==> src/rtl/board_pkg.sv <==
// Shared board definitions: geometry, widths, board type and scanner states.
// The board state block and the scanner both build on these.
package board_pkg;

  localparam int BOARD_N = 11;
  localparam int COORD_W = 4;
  localparam int IDX_W   = 7;

  // board[x][y], 1 = stone present.
  typedef logic [0:BOARD_N-1][0:BOARD_N-1] board_t;

  typedef enum logic [1:0] {
    ST_IDLE = 2'd0,
    ST_SCAN = 2'd1,
    ST_DONE = 2'd2
  } scan_state_t;

endpackage

==> src/rtl/board_cursor.sv <==
// Board walk counter: y inner, x outer, with a running flat index so that
// x*N + y never has to be formed with a multiplier.
module board_cursor
  import board_pkg::*;
#(
  parameter int N  = BOARD_N,
  parameter int CW = COORD_W,
  parameter int IW = IDX_W
) (
  input  logic          clk,
  input  logic          rst,
  input  logic          clear,
  input  logic          step,
  output logic [CW-1:0] x,
  output logic [CW-1:0] y,
  output logic [IW-1:0] idx,
  output logic          last
);

  logic y_end;

  assign y_end = (y == CW'(N - 1));
  assign last  = y_end && (x == CW'(N - 1));

  always_ff @(posedge clk) begin
    if (rst || clear) begin
      x   <= '0;
      y   <= '0;
      idx <= '0;
    end else if (step) begin
      // Wrapping after the last cell keeps x inside the board for indexing.
      if (last) begin
        x   <= '0;
        y   <= '0;
        idx <= '0;
      end else if (y_end) begin
        x   <= x + CW'(1);
        y   <= '0;
        idx <= idx + IW'(1);
      end else begin
        y   <= y + CW'(1);
        idx <= idx + IW'(1);
      end
    end
  end

endmodule

==> src/rtl/board_scanner.sv <==
// Snapshots the occupancy board on start and streams one feature per
// occupied cell, in y-inner / x-outer order, to the NNUE front-end.
module board_scanner
  import board_pkg::*;
#(
  parameter int N  = BOARD_N,
  parameter int CW = COORD_W,
  parameter int IW = IDX_W
) (
  input  logic                    clk,
  input  logic                    rst,
  input  logic                    start,
  input  logic [0:N-1][0:N-1]     board,
  output logic                    feat_valid,
  input  logic                    feat_ready,
  output logic [CW-1:0]           feat_x,
  output logic [CW-1:0]           feat_y,
  output logic [IW-1:0]           feat_idx,
  output logic                    busy,
  output logic                    done,
  output logic [IW-1:0]           count,
  output scan_state_t             dbg_state
);

  scan_state_t         state;
  logic [0:N-1][0:N-1] snap;
  logic [CW-1:0]       cur_x;
  logic [CW-1:0]       cur_y;
  logic [IW-1:0]       cur_idx;
  logic                cur_last;
  logic                cell_occ;
  logic                accept_start;
  logic                step;

  assign accept_start = (state == ST_IDLE) && start;
  assign cell_occ     = snap[cur_x][cur_y];

  // Stream handshake: a feature transfers on any cycle with feat_valid and
  // feat_ready both high. feat_valid depends only on registered state and the
  // snapshot, never on feat_ready, and once raised the feature holds until
  // it transfers. Empty cells are skipped without presenting anything.
  assign feat_valid = (state == ST_SCAN) && cell_occ;
  assign step       = (state == ST_SCAN) && (!cell_occ || feat_ready);

  assign feat_x    = cur_x;
  assign feat_y    = cur_y;
  assign feat_idx  = cur_idx;
  assign busy      = (state != ST_IDLE);
  assign done      = (state == ST_DONE);
  assign dbg_state = state;

  board_cursor #(
    .N  (N),
    .CW (CW),
    .IW (IW)
  ) u_cursor (
    .clk   (clk),
    .rst   (rst),
    .clear (accept_start),
    .step  (step),
    .x     (cur_x),
    .y     (cur_y),
    .idx   (cur_idx),
    .last  (cur_last)
  );

  always_ff @(posedge clk) begin
    if (rst) begin
      state <= ST_IDLE;
      snap  <= '0;
      count <= '0;
    end else begin
      case (state)
        ST_IDLE: begin
          if (start) begin
            snap  <= board;
            count <= '0;
            state <= ST_SCAN;
          end
        end
        ST_SCAN: begin
          if (feat_valid && feat_ready) count <= count + IW'(1);
          if (step && cur_last) state <= ST_DONE;
        end
        ST_DONE: state <= ST_IDLE;
        default: state <= ST_IDLE;
      endcase
    end
  end

endmodule

==> config.mk <==
export PLATFORM = sky130hd
export DESIGN_NAME = board_scanner
export DESIGN_NICKNAME = d
export VERILOG_FILES = /design/src/rtl/board_pkg.sv /design/src/rtl/board_cursor.sv /design/src/rtl/board_scanner.sv
export SDC_FILE = /design/constraint.sdc
export NUM_CORES = 1
export LEC_CHECK = 0
export ABC_CLOCK_PERIOD_IN_PS = 6500
export CAP_MARGIN = 20
export CORE_ASPECT_RATIO = 1.1
export CORE_MARGIN = 2
export CORE_UTILIZATION = 34
export CTS_CLUSTER_DIAMETER = 60
export DETAILED_ROUTE_END_ITERATION = 10
export GPL_TIMING_DRIVEN = 0
export PLACE_DENSITY = 0.62
export SETUP_SLACK_MARGIN = 0.05
export SLEW_MARGIN = 20
export SYNTH_ARGS = -nofsm -noshare
export SYNTH_HDL_FRONTEND = slang
export SYNTH_SLANG_ARGS = --single-unit
==> constraint.sdc <==
create_clock -name clk -period 6.5 [get_ports clk]
set_input_delay 0.65 -clock clk [delete_from_list [all_inputs] [get_ports clk]]
set_output_delay 0.65 -clock clk [all_outputs]
set_load 0.03 [all_outputs]
==> results.md, run 1 <==
- Status: finished, final reports clean
- Sw Share: 0.238
- Peak VDD IR: 0.188 mV
- CP delay by family, top: buffers and inverters
- Fin Clk Skew: 0.0116 ns
- Setup crit end kind: output port
- Detailed-router iteration count before antenna repair: 5
- Met3 Use GR: 0.0391
- GRT busiest layer: met2
- Most common cell after layout, fill and taps aside: nand2_1
- Filler cells: 1943
- Global-route track usage on met2: 0.343
- Starting Density: 0.344
- Buffers on Ports: 150
- Post-CTS sizing: 0
- CP Data Arrival Time: 3.56 ns
- Final worst path period need: 4.21 ns
- Max cap viols: 0
- DRT iter0 DRCs: 385
- # DRC: 0
- Clock insertion delay at the later pin of the skew report: 0.43 ns
- Setup bufs post-CTS: 0
- Syn. warnings: 0
- Vias per cell: 5.02
- Syn Area/Cell: 8.17 um^2
- Clk pwr share: 0.477
- RSZ-0062 raised after global routing: false
- Kind of critical path: flop to output port
- Worst-path clk slew: 0.06 ns
- Clk root buf: clkbuf_16
- Setup Viol. Count Final: 0
- Crit share post-route: 0.647
- Core area: 19000 um^2
- Worst min path class: flop to flop
- # rows: 53
- Fin nets: 1098
- Synth area leader: dfxtp_1
- Switching power: 560 uW
- Buf/Inv on CP: 4
- Grt ovf: 0
- Critical path, cell by cell: buf_2 > buf_4 > buf_4 > mux2i_1 > o2bb2ai_1 > a21oi_1 > a22oi_1 > o21ai_0 > a21boi_0 > clkdlybuf4s50_1
- Pint: 1.80 mW
- I/O pin total: 152
- Chip Height: 149 um
- Pin count of the biggest net entering global routing: 17
- FMAX: 238 MHz
- Main synth FF type: dfxtp_1
- Fin cells: 1227
- Area grow syn2layout: 38.1%
- CP Launch Type: flop
- Most common cell on crit path: buf_4
- DP Area: 8330 um^2
- Placed Cells: 1195
- First-pass GRT wire length: 31400 um
- CTS Sinks: 145
- Critical path's slowest cell: clkdlybuf4s50_1
- FFs w/ async S/R, synth: 0
- Longest Clk Path Bufs: 2
- Pre-CTS setup slack: 2.79 ns
- Leakage: 3.20 nW
- Tightest Pin Transition: 0.729 ns
- Finished Cell Area: 9010 um^2
- Initial antenna violation count: 0
- Avg WL per Cell: 16.6 um
- Seq/Total Area, Yosys: 0.445
- Die area: 20300 um^2
- Worst slew margin: 0.514
- PwrDens: 262 nW/um^2
- Antenna-violating nets left: 0
- Fin worst setup slack: 2.29 ns
- Yosys top cell area share: 0.445
- Antenna Cells: 0
- Final wirelength: 20400 um
- Die W: 136 um
- CP Data Required Time: 5.85 ns
- Max Slew Vio Count: 0
- M1 GR Usage: 0.262
- Gp weighted congestion: 0.850
- CTS Buf Count: 17
- Top post-synthesis cells by area: dfxtp_1 45%, nand2_1 15%, a21oi_1 11%
- Vias: 6161
- Hold slack: 0.451 ns
- Setup TNS: 0 ns
- Flop pwr share: 0.408
- DPL Wire Length: 15600 um
- Most frequent cells in the layout: 256 x nand2_1, 150 x clkdlybuf4s50_1, 145 x dfxtp_1
- Post-synth EDFFs: 0
- H-tree levels: 4
- Synth unique cells: 59
- Hold_buf cts: 0
- #FFs+latches synth: 145
- TritonCTS clock tree: built
- Combinational power share: 0.114
- Cell Area, Synth: 6520 um^2
- Total GRT Usage: 0.205
- Vias in the first global route: 5947
- Layout cells sized above 1: 0.0745
- CP max FO: 10
- CP max stage delay: 0.72 ns
- Post-synthesis net count: 929
- Hold Vio Cnt, Final: 0
- Mapped Cells: 798
per-layer routing:
layer	part of all wire	wire (um)
met5	0	0
met1	0.45	9100
met4	0.025	519
met3	0.049	1010
met2	0.48	9790
cell families (layout without fill, tap and decap cells):
logic type      Yosys count  after routing  share of synthesized area
xor+xnor                  6              6                    0.00806
mux                      49             49                     0.0994
fa+ha+maj                 6              6                     0.0115
compound gates          195            195                      0.176
flops                   145            145                      0.445
buf+inv                  67            249                     0.0478
simple gates            330            330                      0.212
sequential cells by signal, summed over array words and instances, names as in the netlist:
name / count
snap: 121
count: 7
u_cursor.y: 4
u_cursor.x: 4
dbg_state: 2
u_cursor.idx: 7
worst reg2reg max path, delay by kind of cell (launching register included):
kind / cells / cell delay [ns]
DFF: 1 / 0.41
muxes: 1 / 0.38
and+or+nand+nor: 2 / 0.42
AOI/OAI and AO/OA: 5 / 1.33
buffers and inverters: 3 / 0.58
worst paths after layout:
path,start,to,slack (ns),depth (start not counted)
max reg2reg,u_cursor.x[0],u_cursor.idx[1],3.27,11
min reg2reg,snap[16],snap[16],0.45,2
min,snap[16],snap[16],0.45,2
max,u_cursor.x[1],feat_valid,2.29,10
power by group through the flow:
stage                     logic (mW)  registers [mW]  clock network (mW)
after global routing           0.294           0.967                1.18
final                          0.269           0.962                1.12
after floorplan                0.133           0.976                   0
after detailed placement       0.269           0.981                   0
after CTS                      0.270           0.962                1.14
after global placement         0.267           0.980                   0
cells in the mapped netlist (all sizes together), types with 8 or more instances:
master	number
nand2	257
dfxtp	145
a21oi	137
clkbuf	46
mux2i	31
nor2	25
a22oi	16
buf	13
mux4	12
o21ai	12
nand3	9
inv	8
through the flow:
| stage | util | total power, mW |
|---|---|---|
| 3_3_place_gp | 0.439 | 1.25 |
| 2_1_floorplan | - | 1.11 |
| 4_1_cts | 0.475 | 2.37 |
| 3_5_place_dp | 0.439 | 1.25 |
| 6_report | 0.475 | 2.36 |
| 5_1_grt | 0.475 | 2.44 |
layout make-up:
| cell class | count | area [um^2] | area share |
|---|---|---|---|
| well taps | 247 | 309 | 0.0343 |
| flip-flops and latches | 145 | 2900 | 0.322 |
| multi-input cells | 586 | 3310 | 0.367 |
| clock buffers | 20 | 447 | 0.0496 |
| repair buffers | 150 | 1500 | 0.167 |
| inverters | 8 | 30.0 | 0.00333 |
| plain buffers | 59 | 282 | 0.0313 |
| clock inverters | 12 | 229 | 0.0254 |
Power figures use the tool's default switching activity.
==> run 2: changes to the inputs <==
- ABC_CLOCK_PERIOD_IN_PS: 6500 -> 4100
- clock period: 6.5 -> 4.1 ns (I/O delays scaled with it)
==> run 2 against run 1 <==
  * Flip-flop and latch count unchanged
  * Highest routed layer unchanged
  * Largest power group unchanged
  * Final cell count unchanged
  * Core utilization increased by 0.053 points
  * Global-route usage did not move
==> results.md, run 2 (synthesis results as in run 1) <==
- Setup Viol. Count Final: 0 (unchanged)
- CP max FO: 10 (unchanged)
- Clock insertion delay at the later pin of the skew report: 0.43 ns (about the same)
- Fin Clk Skew: 0.0114 ns (was 0.0116 ns)
- First-pass GRT wire length: 31400 um (unchanged)
- Total power: 3.73 mW (was 2.36 mW)
- I/O pin total: 152 (unchanged)
- Max cap viols: 0 (unchanged)
- Layout cells sized above 1: 0.0755 (was 0.0745)
- Starting Density: 0.344 (unchanged)
- TritonCTS clock tree: built (unchanged)
- Worst-path clk slew: 0.06 ns (about the same)
- CTS Buf Count: 17 (unchanged)
- Detailed-router iteration count before antenna repair: 4 (was 5)
- Status: finished, final reports clean (unchanged)
- Most common cell after layout, fill and taps aside: nand2_1 (unchanged)
- Most frequent cells in the layout: 256 x nand2_1, 149 x clkdlybuf4s50_1, 145 x dfxtp_1 (was 256 x nand2_1, 150 x clkdlybuf4s50_1, 145 x dfxtp_1)
- Leakage: 3.22 nW (was 3.20 nW)
- Final worst path period need: 3.55 ns
- Antenna Cells: 0 (unchanged)
- Worst min path class: flop to flop (unchanged)
- Largest regs: snap (121), count (7), u_cursor.idx (7) (unchanged)
- Max reg flops: 121 (unchanged)
- Die W: 136 um (unchanged)
- Final wirelength: 20400 um (about the same)
- Setup crit end kind: output port (unchanged)
- Avg WL per Cell: 16.6 um (about the same)
- Core area: 19000 um^2 (unchanged)
- Vias per cell: 5.03 (was 5.02)
- Setup TNS: 0 ns (unchanged)
- Hold slack: 0.449 ns (was 0.451 ns)
- DRT iter0 DRCs: 428 (was 385)
- Hold Vio Cnt, Final: 0 (unchanged)
- Vias: 6168 (was 6161)
- CP Data Required Time: 3.69 ns (was 5.85 ns)
- FMAX: 281 MHz
- CP Launch Type: flop (unchanged)
- # DRC: 0 (unchanged)
- PwrDens: 414 nW/um^2 (was 262 nW/um^2)
- Grt ovf: 0 (unchanged)
- Tightest Pin Transition: 0.736 ns (was 0.729 ns)
- Chip Height: 149 um (unchanged)
- Total GRT Usage: 0.205 (unchanged)
- Peak VDD IR: 0.299 mV (was 0.188 mV)
- Vias in the first global route: 5947 (unchanged)
- CP Data Arrival Time: 3.14 ns (was 3.56 ns)
- Area grow syn2layout: 38.3% (was 38.1%)
- Antenna-violating nets left: 0 (unchanged)
- Gp weighted congestion: 0.850 (unchanged)
- Die area: 20300 um^2 (unchanged)
- Pin count of the biggest net entering global routing: 17 (unchanged)
- Longest Clk Path Bufs: 2 (unchanged)
- CTS Sinks: 145 (unchanged)
- Most flop-heavy register: snap (unchanged)
- Fin util: 0.476 (was 0.475)
- Kind of critical path: flop to output port (unchanged)
- # rows: 53 (unchanged)
- Fin nets: 1098 (unchanged)
- Initial antenna violation count: 0 (unchanged)
- Buffers on Ports: 150 (unchanged)
- Crit share post-route: 0.867
- Worst slew margin: 0.509 (was 0.514)
- RSZ-0062 raised after global routing: false (unchanged)
- H-tree levels: 4 (unchanged)
- Max Slew Vio Count: 0 (unchanged)
- Clk root buf: clkbuf_16 (unchanged)
- DPL Wire Length: 15600 um (unchanged)
run 2: where the power goes:
part / switching (mW) / total (mW) / leakage [nW] / internal, mW
logic: 0.225 / 0.427 / 1.71 / 0.202
clock network: 0.621 / 1.78 / 0.317 / 1.16
registers: 0.0411 / 1.53 / 1.19 / 1.48
total: 0.887 / 3.73 / 3.22 / 2.85
run 2: layout make-up:
cell class / count / area, um^2
Sequential cell: 145 / 2900
Fill cell: 1944 / 9950
Inverter: 8 / 30.0
Tap cell: 247 / 309
Clock buffer: 20 / 447
Clock inverter: 12 / 229
Multi-Input combinational cell: 586 / 3320
Buffer: 59 / 282
Timing Repair Buffer: 150 / 1500
run 2: final timing paths:
kind / cells past startpoint / slack, ns / from / end
setup / recovery: 10 / 0.55 / u_cursor.x[1] / feat_valid
hold / removal: 2 / 0.45 / snap[16] / snap[16]
setup reg to reg: 11 / 0.90 / u_cursor.x[0] / u_cursor.idx[1]
hold reg to reg: 2 / 0.45 / snap[16] / snap[16]
run 2: layer usage:
layer	GRT usage	vias to the layer above	share of wire
li1	-	3075	-
met1	0.262	2887	0.45
met2	0.343	176	0.48
met3	0.0391	30	0.046
met4	0.0750	0	0.025
met5	0	-	0
run 2: what timing repair did:
| action | in CTS | in global routing |
|---|---|---|
| resized for setup | 0 | 2 |
| hold buffers | 0 | 0 |
| buffers inserted | 0 | 0 |
| setup endpoints to repair | 0 | 1 |
run 2: per-stage QoR:
step / worst slack [ns] / cell area [um^2] / instances
finish: 0.546 / 9020 / 1227
detailed placement: 0.634 / 8330 / 1195
global route: 0.355 / 9020 / 1227
floorplan: 1.14 / 6520 / 798
global placement: 0.639 / 8330 / 1195
CTS: 0.155 / 9010 / 1227
run 2: worst max-delay path, stage by stage, from the launching register on:
cell            delay (ns)
dfxtp_1               0.43
buf_2                 0.26
buf_4                 0.23
buf_4                 0.25
mux2i_1               0.13
o2bb2ai_1             0.22
a21oi_1               0.11
a22oi_1               0.35
o21ai_0               0.14
a21boi_0              0.26
dlymetal6s2s_1        0.33
==> run 3: changes to the inputs <==
- PLACE_DENSITY: 0.62 -> 0.61
==> run 3 against run 2 <==
  * Clock power shrank 11%
  * Via count shrank 0.36%
  * Sequential power is essentially flat
  * Worst setup slack lost 0.27 ns
  * Register-to-register slack lost 0.03 ns
  * Non-clock buffer count is the same
  * Count of clock-buffer cells in the layout shrank 1
  * Cell area shrank 0.89%
  * Power shrank 5.1%
  * Critical path depth is the same
  * Global-route usage shrank 0.22 points
==> results.md, run 3 (synthesis results as in run 1) <==
- Reg2reg start: u_cursor.x[0] (unchanged)
- Clock insertion delay at the later pin of the skew report: 0.44 ns (was 0.43 ns)
- First-pass GRT wire length: 30900 um (was 31400 um)
- Total power: 3.54 mW (was 3.73 mW)
- Antenna-violating nets left: 0 (unchanged)
- Setup Viol. Count Final: 0 (unchanged)
- Critical path's slowest cell: clkdlybuf4s50_1 (was dfxtp_1)
- Largest regs: snap (121), count (7), u_cursor.idx (7) (unchanged)
- CP max stage delay: 0.71 ns (was 0.43 ns)
- FMAX: 262 MHz (was 281 MHz)
- Most common cell after layout, fill and taps aside: nand2_1 (unchanged)
- TritonCTS clock tree: built (unchanged)
- Final worst path period need: 3.82 ns (was 3.55 ns)
- RSZ-0062 raised after global routing: false (unchanged)
- Gp weighted congestion: 0.864 (was 0.850)
- Setup bufs post-CTS: 0 (unchanged)
- Clk root buf: clkbuf_16 (unchanged)
- DP Area: 8330 um^2 (unchanged)
- Core area: 19000 um^2 (unchanged)
- Antenna Cells: 0 (unchanged)
- Fin util: 0.471 (was 0.476)
- Status: finished, final reports clean (unchanged)
- H-tree levels: 4 (unchanged)
- Hold Vio Cnt, Final: 0 (unchanged)
- Setup TNS: 0 ns (unchanged)
- Total GRT Usage: 0.203 (was 0.205)
- Worst setup startpoint: u_cursor.x[1] (unchanged)
- Detailed-router iteration count before antenna repair: 5 (was 4)
- Vias in the first global route: 5783 (was 5947)
- Max cap viols: 0 (unchanged)
- Avg WL per Cell: 16.6 um (about the same)
- Hold_buf cts: 0 (unchanged)
- Max Slew Vio Count: 0 (unchanged)
- Buffers on Ports: 150 (unchanged)
- CP Launch Type: flop (unchanged)
- Chip Height: 149 um (unchanged)
- DRT iter0 DRCs: 414 (was 428)
- Buf/Inv on CP: 4 (unchanged)
- Most frequent cells in the layout: 256 x nand2_1, 150 x clkdlybuf4s50_1, 145 x dfxtp_1 (was 256 x nand2_1, 149 x clkdlybuf4s50_1, 145 x dfxtp_1)
- Grt ovf: 0 (unchanged)
- Crit share post-route: 0.932 (was 0.867)
- Starting Density: 0.344 (unchanged)
- CP max FO: 10 (unchanged)
- Pin count of the biggest net entering global routing: 17 (unchanged)
- Peak VDD IR: 0.312 mV (was 0.299 mV)
- Vias: 6146 (was 6168)
- DPL Wire Length: 15600 um (about the same)
- PwrDens: 396 nW/um^2 (was 414 nW/um^2)
- Worst min path class: flop to flop (unchanged)
- CP Data Arrival Time: 3.41 ns (was 3.14 ns)
- Tightest Pin Transition: 0.803 ns (was 0.736 ns)
- Max reg flops: 121 (unchanged)
- Fin nets: 1098 (unchanged)
- Hold Path Origin: snap[82] (was snap[16])
- Critical path, cell by cell: buf_2 > buf_4 > buf_4 > mux2i_1 > o2bb2ai_1 > a21oi_1 > a22oi_1 > o21ai_0 > a21boi_0 > clkdlybuf4s50_1 (was buf_2 > buf_4 > buf_4 > mux2i_1 > o2bb2ai_1 > a21oi_1 > a22oi_1 > o21ai_0 > a21boi_0 > dlymetal6s2s_1)
- Area grow syn2layout: 37.0% (was 38.3%)
- CP delay by family, top: buffers and inverters (was compound AO/OA/AOI/OAI gates)
- Fin Clk Skew: 0.00730 ns (was 0.0114 ns)
- Finished Cell Area: 8940 um^2 (was 9020 um^2)
- Die area: 20300 um^2 (unchanged)
- Worst slew margin: 0.465 (was 0.509)
- Initial antenna violation count: 0 (unchanged)
- Longest Clk Path Bufs: 2 (unchanged)
- I/O pin total: 152 (unchanged)
- # rows: 53 (unchanged)
- # DRC: 0 (unchanged)
- Most flop-heavy register: snap (unchanged)
- CTS Buf Count: 17 (unchanged)
- Leakage: 3.17 nW (was 3.22 nW)
- Most common cell on crit path: buf_4 (unchanged)
- Layout cells sized above 1: 0.0755 (unchanged)
- Worst-path clk slew: 0.06 ns (about the same)
- Post-CTS sizing: 0 (unchanged)
- Kind of critical path: flop to output port (unchanged)
- CP Data Required Time: 3.69 ns (about the same)
- Die W: 136 um (unchanged)
- Vias per cell: 5.01 (was 5.03)
- Final wirelength: 20400 um (about the same)
- Hold slack: 0.453 ns (was 0.449 ns)
- Setup crit end kind: output port (unchanged)
- CTS Sinks: 145 (unchanged)
-- run 3: layout make-up --
class | count | area [um^2]
clock buffer | 19 | 443
clock inverter | 13 | 163
timing repair buffer | 150 | 1500
fill | 1937 | 10000
buffer | 59 | 282
multi-input combinational | 586 | 3310
tap | 247 | 309
sequential | 145 | 2900
inverter | 8 | 30.0
-- run 3: power by group --
part           internal (mW)  switching, mW
clock network          0.971          0.620
logic                  0.202          0.222
registers               1.48         0.0439
total                   2.66          0.887
-- run 3: worst reg2reg max path: stages, from the launching register on --
cell and delay (ns):
dfxtp_1 0.41, buf_6 0.17, buf_6 0.19, buf_6 0.21
mux2i_1 0.38, a22oi_1 0.18, a31oi_1 0.29, o211ai_4 0.14
o221ai_4 0.27, nand4_2 0.30, a211oi_1 0.54
-- run 3: path summary, 6_finish.rpt --
check | to | cells after the start | slack (ns)
worst max-delay path | feat_valid | 10 | 0.28
worst min-delay path | snap[82] | 2 | 0.45
worst max register to register | u_cursor.x[2] | 10 | 0.87
worst min register to register | snap[82] | 2 | 0.45
-- run 3: routing by layer --
layer / track usage / vias to the layer above / share of wire
met1: 0.257 / 2854 / 0.43
met2: 0.341 / 188 / 0.49
met3: 0.0384 / 33 / 0.058
met5: 0 / - / 0
li1: - / 3071 / -
met4: 0.0745 / 0 / 0.021
-- run 3: stage by stage --
stage                     instances  worst slack (ns)
after floorplan                 798              1.14
after global placement         1195             0.689
after detailed placement       1195             0.753
after CTS                      1227             0.279
after global routing           1227            0.0589
final                          1227             0.277
